--- src/rtl/divcheck_pkg.sv ---
// Shared types and the residue step used by the divisibility scheduler.
// The step consumes one bit of the word, most significant bit first.
package divcheck_pkg;

    typedef enum logic [1:0] {
        IDLE  = 2'd0,
        SHIFT = 2'd1,
        DONE  = 2'd2
    } state_t;

    // 2*r + b stays below 2*divisor, so one conditional subtract restores the range.
    function automatic int unsigned next_residue(
        input int unsigned r,
        input logic        b,
        input int unsigned divisor
    );
        int unsigned sum;
        sum = (r << 1) + {31'd0, b};
        if (sum >= divisor) begin
            sum = sum - divisor;
        end
        return sum;
    endfunction

endpackage

--- src/rtl/divcheck_scheduler_residue.sv ---
// Bit-serial residue engine: clears at the start of a word, then folds in one
// bit per enabled cycle. residue_next exposes the value the next edge would load.
module mod_residue_step
    import divcheck_pkg::*;
#(
    parameter int DIVISOR = 5,
    parameter int REM_W   = $clog2(DIVISOR)
) (
    input  logic             clk,
    input  logic             reset,
    input  logic             clear,
    input  logic             enable,
    input  logic             bit_in,
    output logic [REM_W-1:0] residue_next
);

    logic [REM_W-1:0] residue_reg;

    always_comb begin
        residue_next = REM_W'(next_residue(32'(residue_reg), bit_in, 32'(DIVISOR)));
    end

    always_ff @(posedge clk) begin
        if (reset) begin
            residue_reg <= '0;
        end else if (clear) begin
            residue_reg <= '0;
        end else if (enable) begin
            residue_reg <= residue_next;
        end
    end

endmodule

--- src/rtl/divcheck_scheduler.sv ---
// Round-robin scheduler sharing one serial divisibility engine among NREQ
// requesters; each granted word is shifted MSB-first and answered with {id, divisible, remainder}.
module divcheck_scheduler
    import divcheck_pkg::*;
#(
    parameter  int NREQ    = 4,
    parameter  int WIDTH   = 8,
    parameter  int DIVISOR = 5,
    localparam int ID_W    = $clog2(NREQ),
    localparam int REM_W   = $clog2(DIVISOR)
) (
    input  logic                  clk,
    input  logic                  reset,
    input  logic [NREQ-1:0]       req_valid,
    input  logic [NREQ*WIDTH-1:0] req_data,
    output logic [NREQ-1:0]       req_ready,
    output logic                  res_valid,
    input  logic                  res_ready,
    output logic [ID_W-1:0]       res_id,
    output logic                  res_divisible,
    output logic [REM_W-1:0]      res_remainder,
    output logic                  busy
);

    localparam int CNT_W = $clog2(WIDTH + 1);

    state_t            state_reg;
    state_t            state_next;
    logic [WIDTH-1:0]  shift_reg_reg;
    logic [CNT_W-1:0]  bit_cnt_reg;
    logic [ID_W-1:0]   id_reg;
    logic [ID_W-1:0]   rr_ptr_reg;
    logic [ID_W-1:0]   rr_ptr_next;
    logic [ID_W-1:0]   res_id_reg;
    logic              res_divisible_reg;
    logic [REM_W-1:0]  res_remainder_reg;

    logic [WIDTH-1:0]  req_word [NREQ];
    logic [NREQ-1:0]   rot_valid;
    logic              found;
    logic [ID_W-1:0]   offset;
    logic [ID_W:0]     grant_sum;
    logic [ID_W-1:0]   grant_idx;
    logic              accept;
    logic              last_bit;
    logic [REM_W-1:0]  residue_next;

    // Unpack words and rotate the valid vector so rr_ptr lands at position 0.
    for (genvar gi = 0; gi < NREQ; gi++) begin : g_req
        logic [ID_W:0] src;

        assign req_word[gi] = req_data[gi*WIDTH +: WIDTH];

        always_comb begin
            src = (ID_W+1)'(gi) + {1'b0, rr_ptr_reg};
            if (src >= (ID_W+1)'(NREQ)) begin
                src = src - (ID_W+1)'(NREQ);
            end
        end

        assign rot_valid[gi] = req_valid[src[ID_W-1:0]];
    end

    always_comb begin
        found  = 1'b0;
        offset = '0;
        for (int i = 0; i < NREQ; i++) begin
            if (!found && rot_valid[i]) begin
                found  = 1'b1;
                offset = ID_W'(i);
            end
        end
    end

    // Rotate the winning offset back into an absolute requester index.
    always_comb begin
        grant_sum = {1'b0, offset} + {1'b0, rr_ptr_reg};
        if (grant_sum >= (ID_W+1)'(NREQ)) begin
            grant_sum = grant_sum - (ID_W+1)'(NREQ);
        end
        grant_idx = grant_sum[ID_W-1:0];
        if (grant_idx == ID_W'(NREQ - 1)) begin
            rr_ptr_next = '0;
        end else begin
            rr_ptr_next = grant_idx + ID_W'(1);
        end
    end

    assign accept   = (state_reg == IDLE) && found;
    assign last_bit = (state_reg == SHIFT) && (bit_cnt_reg == CNT_W'(1));

    always_ff @(posedge clk) begin
        if (reset) begin
            state_reg <= IDLE;
        end else begin
            state_reg <= state_next;
        end
    end

    always_comb begin
        state_next = state_reg;
        case (state_reg)
            IDLE:    if (found)     state_next = SHIFT;
            SHIFT:   if (last_bit)  state_next = DONE;
            DONE:    if (res_ready) state_next = IDLE;
            default:                state_next = IDLE;
        endcase
    end

    always_comb begin
        req_ready = '0;
        busy      = 1'b0;
        res_valid = 1'b0;
        case (state_reg)
            IDLE: begin
                if (found && !reset) begin
                    req_ready[grant_idx] = 1'b1;
                end
            end
            SHIFT: begin
                busy = 1'b1;
            end
            DONE: begin
                busy      = 1'b1;
                res_valid = 1'b1;
            end
            default: begin
                busy = 1'b0;
            end
        endcase
    end

    always_ff @(posedge clk) begin
        if (reset) begin
            shift_reg_reg     <= '0;
            bit_cnt_reg       <= '0;
            id_reg            <= '0;
            rr_ptr_reg        <= '0;
            res_id_reg        <= '0;
            res_divisible_reg <= 1'b0;
            res_remainder_reg <= '0;
        end else if (accept) begin
            shift_reg_reg <= req_word[grant_idx];
            bit_cnt_reg   <= CNT_W'(WIDTH);
            id_reg        <= grant_idx;
            rr_ptr_reg    <= rr_ptr_next;
        end else if (state_reg == SHIFT) begin
            shift_reg_reg <= shift_reg_reg << 1;
            bit_cnt_reg   <= bit_cnt_reg - CNT_W'(1);
            if (last_bit) begin
                res_id_reg        <= id_reg;
                res_remainder_reg <= residue_next;
                res_divisible_reg <= (residue_next == '0);
            end
        end
    end

    mod_residue_step #(
        .DIVISOR (DIVISOR),
        .REM_W   (REM_W)
    ) u_residue (
        .clk          (clk),
        .reset        (reset),
        .clear        (accept),
        .enable       (state_reg == SHIFT),
        .bit_in       (shift_reg_reg[WIDTH-1]),
        .residue_next (residue_next)
    );

    assign res_id        = res_id_reg;
    assign res_divisible = res_divisible_reg;
    assign res_remainder = res_remainder_reg;

endmodule
--- config.mk ---
export PLATFORM = sky130hd
export DESIGN_NAME = divcheck_scheduler
export DESIGN_NICKNAME = d
export VERILOG_FILES = /design/src/rtl/divcheck_pkg.sv /design/src/rtl/divcheck_scheduler_residue.sv /design/src/rtl/divcheck_scheduler.sv
export SDC_FILE = /design/constraint.sdc
export NUM_CORES = 1
export LEC_CHECK = 0
export ABC_AREA = 1
export ABC_CLOCK_PERIOD_IN_PS = 3200
export BUFFER_PORTS_ARGS = -buffer_cell sky130_fd_sc_hd__buf_2
export CAP_MARGIN = 20
export CORE_MARGIN = 5
export CORE_UTILIZATION = 53
export DETAILED_ROUTE_END_ITERATION = 7
export GPL_TIMING_DRIVEN = 0
export PLACE_DENSITY = 0.91
export SYNTH_ARGS = -nofsm -noshare
export SYNTH_HDL_FRONTEND = slang
export SYNTH_SLANG_ARGS = --single-unit
--- constraint.sdc ---
create_clock -name clk -period 3.2 [get_ports clk]
set_input_delay 0.48 -clock clk [delete_from_list [all_inputs] [get_ports clk]]
set_output_delay 0.48 -clock clk [all_outputs]
set_load 0.05 [all_outputs]
==> impl_metrics.ini, run 1 <==
[sta]
period_needed_ns = 3.10
tightest_slew_ns = 0.410
setup_slack_ns = 0.102
fmax_mhz = 323
skew_ns = 0.00584
hold_viol_final = 0
slew_viol_final = 0
slew_headroom = 0.727
setup_viol = 0
timing.final.crit_share = 0.968

[logic_synthesis]
synth-main-ff-cell = dfxtp_1
postSynth.asyncResetShare = 0
yosysWarnings = 0
post-synth-top-count-cell = nand2_1
syn_nets = 315
syn_avg_cell_area_um2 = 7.40
synth.distinct_cells = 31
yosysSeqAreaShare = 0.274
syn_inst = 267
synth-seq-cells = 27
synth.area.top_cells = dfxtp_1, nand2_1, mux2i_1
synth_edf_count = 0
synthTopCellsByCount = nand2_1, dfxtp_1, nor2_1, inv_1, nand3_1
yosys.area.top_type = dfxtp_1
synth_area_um2 = 1980
synth.top_cell.area_share = 0.274

[cts]
cts_buffers = 3
hold_buffers = 0
cts_tree = done
cts_buffer_depth = 2
cts-root-buf = clkbuf_8
cts_sinks = 27
clkTransAtPathRegs_ns = 0.10
htreeDepth = 1
clkLatencyLatePin_ns = 0.27

[floorplan]
die_y_um = 71.1
dieArea_um2 = 5050
core_um2 = 3630
num_rows = 22
ios = 51
die_x_um = 71.1
initial_core_util = 0.544

[worst_setup_path]
critical_path_required_ns = 2.72
path_class = flip-flop to primary output
critPathArrivalTime_ns = 2.62
end_kind = primary output
path_max_fanout = 9
start_kind = flip-flop

[cells_and_area]
syn2layout_area_growth_pct = 24.8
fillers = 311
antenna_cells = 0
drive_gt1_frac = 0.383
largest_register_ffs = 8
final_cells = 377
nets = 378
design_area_um2 = 2470

[status]
status = finished, final reports clean

[placement]
dpl-instance-area_um2 = 2300
place_inst = 365
port_buffers = 50
pre_cts_ws_ns = -0.163
dp_hpwl_um = 3500
place.gp.congestion = 0.856

[global_routing]
grt_pass1_wl_um = 7530
grt_usage = 0.178
grt_start_max_net_pins = 19
antenna_found_initial = 0
grt-ovfl-total = 0
grt_pass1_vias = 1862

[detailed_routing]
wire_per_inst_um = 12.5
totalWireLength_um = 4720
drtIter0Drc = 89
ant_nets = 0
route.detailed.drc = 0
vias_per_cell = 5.15
vias = 1940
dr.pass1.iters = 4

[run]
maxCapViolCount = 0

[min_path]
hp-class = input pin to flip-flop

[pwr]
fin_total_pwr_mw = 2.70
power_density_nw_per_um2 = 1100
max-vdd-ir-drop_mv = 0.690
leakage_nw = 1.19
through the flow:
step	utilization	TNS [ns]	hold WS (ns)
floorplan	-	0	0.440
global placement	0.632	-0.126	0.448
detailed placement	0.632	-0.194	0.463
CTS	0.655	0	0.431
global route	0.679	-0.0698	0.446
finish	0.679	0	0.435
path summary, 6_finish.rpt:
check / startpoint / endpoint / slack, ns / cells past startpoint
hold reg to reg: res_divisible$_SDFFE_PP0P_ / res_divisible$_SDFFE_PP0P_ / 0.48 / 2
setup / recovery: rr_ptr_reg[0]$_SDFFE_PP0P_ / req_ready[3] / 0.10 / 18
hold / removal: reset / shift_reg_reg[0]$_SDFFE_PP0P_ / 0.43 / 2
setup reg to reg: rr_ptr_reg[0]$_SDFFE_PP0P_ / rr_ptr_reg[1]$_SDFFE_PP0P_ / 0.84 / 17
layout by cell type (no fill, tap or decap), drive strengths merged:
master | synthesis | layout
xor2 | 3 | 3
ha | 9 | 9
xnor2 | 1 | 1
clkbuf | 2 | 5
o21ai | 19 | 19
inv | 27 | 27
or2 | 3 | 3
dfxtp | 27 | 27
buf | 8 | 66
a21oi | 16 | 16
nand3b | 1 | 1
nand2 | 75 | 75
o22ai | 2 | 2
a31oi | 1 | 1
clkinvlp | 0 | 1
nor3 | 3 | 3
nor2 | 25 | 25
nand3 | 29 | 29
mux2i | 16 | 16
worst max-delay path: stages, from the launching register on:
cell     delay [ns]
dfxtp_2        0.36
buf_6          0.14
inv_8          0.05
nand2_1        0.05
nand2_1        0.06
nand2_2        0.09
nand2_4        0.07
a31oi_2        0.15
nor2_1         0.08
ha_2           0.21
xor2_4         0.17
inv_2          0.07
nand3_4        0.10
nand2_4        0.10
buf_8          0.11
ha_2           0.18
nand2_1        0.08
nor2_2         0.11
buf_6          0.17
timing repair:
action,CTS,global route
gates cloned,1,0
setup buffers,1,7
gates resized for setup,8,8
endpoints found under the setup margin,4,4
pin swaps,0,6
hold endpoints to repair,0,0
kinds of logic (layout without fill, tap and decap cells):
group | count (synthesis) | in the layout | synth area share
flops | 27 | 27 | 0.274
buf+inv | 37 | 99 | 0.101
xor+xnor | 4 | 4 | 0.0177
fa+ha+maj | 9 | 9 | 0.0570
simple gates | 136 | 136 | 0.353
mux | 16 | 16 | 0.0811
compound gates | 38 | 38 | 0.117
area by class of cell:
class | count | area, um^2 | area share
inverter | 27 | 111 | 0.0452
sequential | 27 | 546 | 0.221
clock inverter | 1 | 7.51 | 0.00304
clock buffer | 3 | 41.3 | 0.0167
tap | 48 | 60.1 | 0.0244
buffer | 9 | 87.6 | 0.0355
multi-input combinational | 203 | 1290 | 0.523
timing repair buffer | 59 | 324 | 0.131
metal layers:
layer	wire length [um]	global-route usage
met5	0	0
met4	71	0.0564
met3	259	0.0256
met2	2460	0.334
met1	1930	0.206
report_power, final:
part           total (mW)  switching, mW  internal (mW)  leakage, nW
Sequential          0.489         0.0568          0.432        0.222
Clock               0.202          0.114         0.0885       0.0217
Combinational        2.01           1.21          0.800        0.943
Power figures use the tool's default switching activity.
==> run 2, diff against run 1 <==
Settings changed: PLACE_DENSITY 0.91 to 0.79.
==> run 2 against run 1 <==
  * Count of clock-buffer cells in the layout did not move
  * Total power down 3.9%
  * Critical path depth decreased by 1
  * First-iteration DRC count down 20%
  * Sequential cell count stayed put
  * Largest cell class unchanged
==> impl_metrics.ini, run 2 (synthesized netlist as in run 1, its figures left out) <==
[detailed_routing]
vias = 1872
totalWireLength_um = 4190
route.detailed.drc = 0
dr.pass1.iters = 4
vias_per_cell = 5.02
wire_per_inst_um = 11.2
ant_nets = 0
drtIter0Drc = 71

[sta]
slew_headroom = 0.711
fin_tns_setup_ns = 0
setup_viol = 0
period_needed_ns = 3.01
hold_viol_final = 0
tightest_slew_ns = 0.434
fmax_mhz = 332
timing.final.crit_share = 0.940
rsz0062_at_grt = no
skew_ns = 0.00982
slew_viol_final = 0

[cells_and_area]
largest_register_ffs = 8
nets = 374
layout_commonest_cell = nand2_1
drive_gt1_frac = 0.363
syn2layout_area_growth_pct = 22.0
design_area_um2 = 2410
most-common-layout-cells = nand2_1, buf_2, dfxtp_1
final_cells = 373
antenna_cells = 0

[global_routing]
grt_start_max_net_pins = 19
grt_usage = 0.170
grt-ovfl-total = 0
antenna_found_initial = 0
grt_pass1_wl_um = 7240
grt_pass1_vias = 1744

[cts]
hold_buffers = 0
htreeDepth = 1
cts-root-buf = clkbuf_8
cts_buffers = 3
clkLatencyLatePin_ns = 0.28
cts_buffer_depth = 2
cts_sinks = 27
cts_tree = done
clkTransAtPathRegs_ns = 0.11

[pwr]
leakage_nw = 1.17
power_density_nw_per_um2 = 1080
max-vdd-ir-drop_mv = 0.592

[worst_setup_path]
end_kind = primary output
reg2regPathDepth = 18
path_max_fanout = 9
path_class = flip-flop to primary output
rr_startpoint = rr_ptr_reg[0]$_SDFFE_PP0P_
critical_path_required_ns = 2.72
ff2ff_setup_slack_ns = 0.92
critPathArrivalTime_ns = 2.53
start_kind = flip-flop
r2r_end = shift_reg_reg[0]$_SDFFE_PP0P_

[placement]
dp_hpwl_um = 3310
dpl-instance-area_um2 = 2300
place.gp.congestion = 0.792
place_inst = 365
port_buffers = 50

[floorplan]
initial_core_util = 0.544
core_um2 = 3630
die_y_um = 71.1
die_x_um = 71.1
num_rows = 22
ios = 51
dieArea_um2 = 5050

[min_path]
whs_path_depth = 2
worstHoldStart = reset
hp-class = input pin to flip-flop
hold_path_end = res_divisible$_SDFFE_PP0P_

[run]
maxCapViolCount = 0

[status]
status = finished, final reports clean
-- run 2: layer usage --
metal,global-route usage,wire [um],vias up
li1,-,-,981
met1,0.201,1860,841
met2,0.317,2080,46
met3,0.0241,213,4
met4,0.0438,41,0
met5,0,0,-
-- run 2: where the power goes --
part / leakage (nW) / internal, mW / switching, mW
Clock: 0.0217 / 0.0886 / 0.117
Sequential: 0.222 / 0.431 / 0.0510
Combinational: 0.924 / 0.752 / 1.16
-- run 2: final cells by class --
type                            instances  area (um^2)
Clock inverter                          1         7.51
Inverter                               27          111
Clock buffer                            3         41.3
Buffer                                  8         72.6
Sequential cell                        27          543
Multi-Input combinational cell        203         1270
Timing Repair Buffer                   56          299
Fill cell                             347         1220
Tap cell                               48         60.1
-- run 2: worst max path at each step --
stage                               start  slack, ns      endpoint
4_1_cts        rr_ptr_reg[0]$_SDFFE_PP0P_       0.02  req_ready[3]
2_1_floorplan  rr_ptr_reg[0]$_SDFFE_PP0P_       0.02  req_ready[1]
5_1_grt        rr_ptr_reg[0]$_SDFFE_PP0P_       0.01  req_ready[3]
3_5_place_dp                 req_valid[2]      -0.10  req_ready[1]
6_report       rr_ptr_reg[0]$_SDFFE_PP0P_       0.19  req_ready[3]
3_3_place_gp                 req_valid[2]       -0.1  req_ready[1]
-- run 2: what timing repair did --
item                                    4_1_cts  5_1_grt
gates cloned                                  1        0
resized for setup                             8        1
endpoints found under the setup margin        4        3
pin swaps                                     0        3
buffers inserted                              0        5
-- run 2: worst max-delay path, stage by stage (launching register included) --
cell,delay (ns)
dfxtp_2,0.36
buf_6,0.14
inv_8,0.05
nand2_1,0.06
nand2_2,0.06
nand2_2,0.07
nand2_4,0.07
a31oi_1,0.14
nor2_1,0.06
ha_1,0.20
xor2_2,0.17
inv_1,0.10
nand3_4,0.11
nand2_8,0.11
ha_2,0.19
nand2_1,0.06
nor2_2,0.12
buf_6,0.17
-- run 2: metrics by stage --
stage	util	hold WS (ns)	total power [mW]	setup WS, ns
floorplan	-	0.440	2.02	0.0153
global route	0.663	0.418	2.84	0.0137
global placement	0.632	0.450	2.30	-0.0983
finish	0.663	0.426	2.60	0.192
CTS	0.651	0.423	2.54	0.0246
detailed placement	0.632	0.463	2.33	-0.105
==> run 3, diff against run 2 <==
--- a/config.mk
+++ b/config.mk
@@ -8,3 +8,3 @@
 export ABC_AREA = 1
-export ABC_CLOCK_PERIOD_IN_PS = 3200
+export ABC_CLOCK_PERIOD_IN_PS = 2900
 export BUFFER_PORTS_ARGS = -buffer_cell sky130_fd_sc_hd__buf_2
==> constraint.sdc (replaced) <==
create_clock -name clk -period 2.9 [get_ports clk]
set_input_delay 0.58 -clock clk [delete_from_list [all_inputs] [get_ports clk]]
set_output_delay 0.58 -clock clk [all_outputs]
set_load 0.05 [all_outputs]
==> run 3 against run 2 <==
  * The flow now finishes with violations (negative setup slack)
  * Clock skew decreased by 0.0048 ns
  * Setup slack worse by 0.43 ns
  * Sequential share of layout area is 2.5 points lower
  * First-iteration DRC count increased by 100%
  * Core utilization rose by 8.7 points
  * Clock power up 11%
  * Sequential power is 12% higher
  * Hold slack better by 0.047 ns
  * Final cell count increased by 4.8%
  * Critical path depth is the same
  * Count of clock-buffer cells in the layout stayed put
  * Largest power group unchanged
==> impl_metrics.ini, run 3 (synthesized netlist as in run 1, its figures left out) <==
[worst_setup_path]
cp_common_cell = nand2_2
critical_path_required_ns = 2.32
path_class = flip-flop to primary output
cpPeakStageDelay_ns = 0.34
cpMaxStageDelayCell = dfxtp_2
start_kind = flip-flop
critical_path_buf_inv_count = 7
end_kind = primary output
critPathArrivalTime_ns = 2.55
path_max_fanout = 6
crit_chain = buf_6 > clkinv_8 > buf_8 > nand2_2 > nand2_2 > nand2_2 > a31oi_4 > nor2_4 > ha_4 > xor2_4 > inv_2 > nand3_4 > nand2_4 > buf_4 > clkinvlp_4 > nor3_4 > buf_6
path_delay_family = buffers and inverters

[global_routing]
busiest_layer = met2
gr-usage-met3 = 0.0185
gr-usage-met2 = 0.353
grt_use_met1 = 0.222
grt_pass1_wl_um = 7900
grt_pass1_vias = 1876
antenna_found_initial = 0
grt_usage = 0.187
grt-ovfl-total = 0
grt_start_max_net_pins = 19

[detailed_routing]
dr.pass1.iters = 4
totalWireLength_um = 5130
vias_per_cell = 5.08
wire_per_inst_um = 13.1
route.detailed.drc = 0
ant_nets = 0
drtIter0Drc = 144
vias = 1985

[cells_and_area]
syn2layout_area_growth_pct = 38.1
most-common-layout-cells = buf_2, nand2_1, dfxtp_1
drive_gt1_frac = 0.446
antenna_cells = 0
layout_commonest_cell = buf_2
design_area_um2 = 2730
largest_register_ffs = 8
nets = 392
fillers = 283
final_util = 0.751

[min_path]
hp-class = flip-flop to flip-flop

[cts]
cts_buffers = 3
hold_buffers = 0
clkTransAtPathRegs_ns = 0.10
cts-root-buf = clkbuf_8
cts_sinks = 27
cts_tree = done
cts_buffer_depth = 2
clkLatencyLatePin_ns = 0.28
htreeDepth = 1

[status]
status = finished, violations left
violations = negative setup slack

[sta]
timing.final.crit_share = 1.08
period_needed_ns = 3.13
setup_slack_ns = -0.235
slew_headroom = 0.707
hold_ws_ns = 0.473
rsz0062_at_grt = yes
fmax_mhz = 319
slew_viol_final = 0
tightest_slew_ns = 0.440
setup_viol = 4
skew_ns = 0.00500
hold_viol_final = 0

[pwr]
switchingPower_mw = 1.73
pwr-share-seq = 0.155
power_density_nw_per_um2 = 1280
p_clk_frac = 0.065
max-vdd-ir-drop_mv = 1.02
p_int_mw = 1.77
switching_share = 0.495
p_comb_frac = 0.780
leakage_nw = 1.29

[placement]
dp_hpwl_um = 3360
port_buffers = 50
dpl-instance-area_um2 = 2340
place.gp.congestion = 0.771

[floorplan]
initial_core_util = 0.544
dieArea_um2 = 5050
num_rows = 22
core_um2 = 3630
die_y_um = 71.1
ios = 51
die_x_um = 71.1

[run]
maxCapViolCount = 0
[run 3: changes by cell type in the layout (fill, tap and decap cells not counted), sizes merged]
cell,before,now
clkinv,0,1
buf,63,81
inv,27,25
clkinvlp,1,2
[run 3: per-layer routing]
| layer | vias to the layer above | wire length (um) |
|---|---|---|
| li1 | 1019 | - |
| met1 | 906 | 2180 |
| met2 | 55 | 2690 |
| met3 | 5 | 211 |
| met4 | 0 | 53 |
| met5 | - | 0 |
[run 3: final cells by class]
type | count | area, um^2 | area share
Buffer | 9 | 92.6 | 0.0339
Inverter | 27 | 120 | 0.0440
Sequential cell | 27 | 546 | 0.200
Clock buffer | 3 | 41.3 | 0.0151
Timing Repair Buffer | 73 | 473 | 0.173
Clock inverter | 1 | 7.51 | 0.00275
Multi-Input combinational cell | 203 | 1390 | 0.509
Tap cell | 48 | 60.1 | 0.0220
[run 3: power by group through the flow]
stage / clock (mW) / sequential [mW] / combinational [mW]
2_1_floorplan: 0 / 0.529 / 1.79
3_3_place_gp: 0 / 0.534 / 2.09
3_5_place_dp: 0 / 0.538 / 2.12
4_1_cts: 0.224 / 0.533 / 2.41
5_1_grt: 0.242 / 0.554 / 2.95
6_report: 0.227 / 0.541 / 2.73
[run 3: tightest hold or removal path, cell delays in order (launching register included)]
cell	delay (ns)
dfxtp_1	0.33
nand2_1	0.06
a21oi_1	0.05
[run 3: per-stage QoR]
stage | setup TNS, ns | worst slack [ns] | power (mW) | instances
CTS | -0.469 | -0.174 | 3.17 | 381
floorplan | -0.0798 | -0.0451 | 2.32 | 267
detailed placement | -1.30 | -0.421 | 2.66 | 365
finish | -0.802 | -0.235 | 3.50 | 391
global placement | -1.20 | -0.388 | 2.62 | 365
global route | -1.32 | -0.356 | 3.74 | 391
[run 3: final timing paths]
| path | cells after the start | end | slack (ns) | from |
|---|---|---|---|---|
| max | 17 | req_ready[2] | -0.23 | rr_ptr_reg[0]$_SDFFE_PP0P_ |
| min | 2 | u_residue.residue_reg[2]$_SDFFE_PP0P_ | 0.47 | u_residue.residue_reg[2]$_SDFFE_PP0P_ |
| max reg2reg | 20 | shift_reg_reg[0]$_SDFFE_PP0P_ | 0.35 | rr_ptr_reg[0]$_SDFFE_PP0P_ |
| min reg2reg | 2 | u_residue.residue_reg[2]$_SDFFE_PP0P_ | 0.47 | u_residue.residue_reg[2]$_SDFFE_PP0P_ |
[run 3: timing repair]
item | CTS | global route
setup endpoints to repair | 4 | 4
resized for setup | 20 | 23
setup buffers | 12 | 10
pin swaps | 11 | 17
cloned | 1 | 0
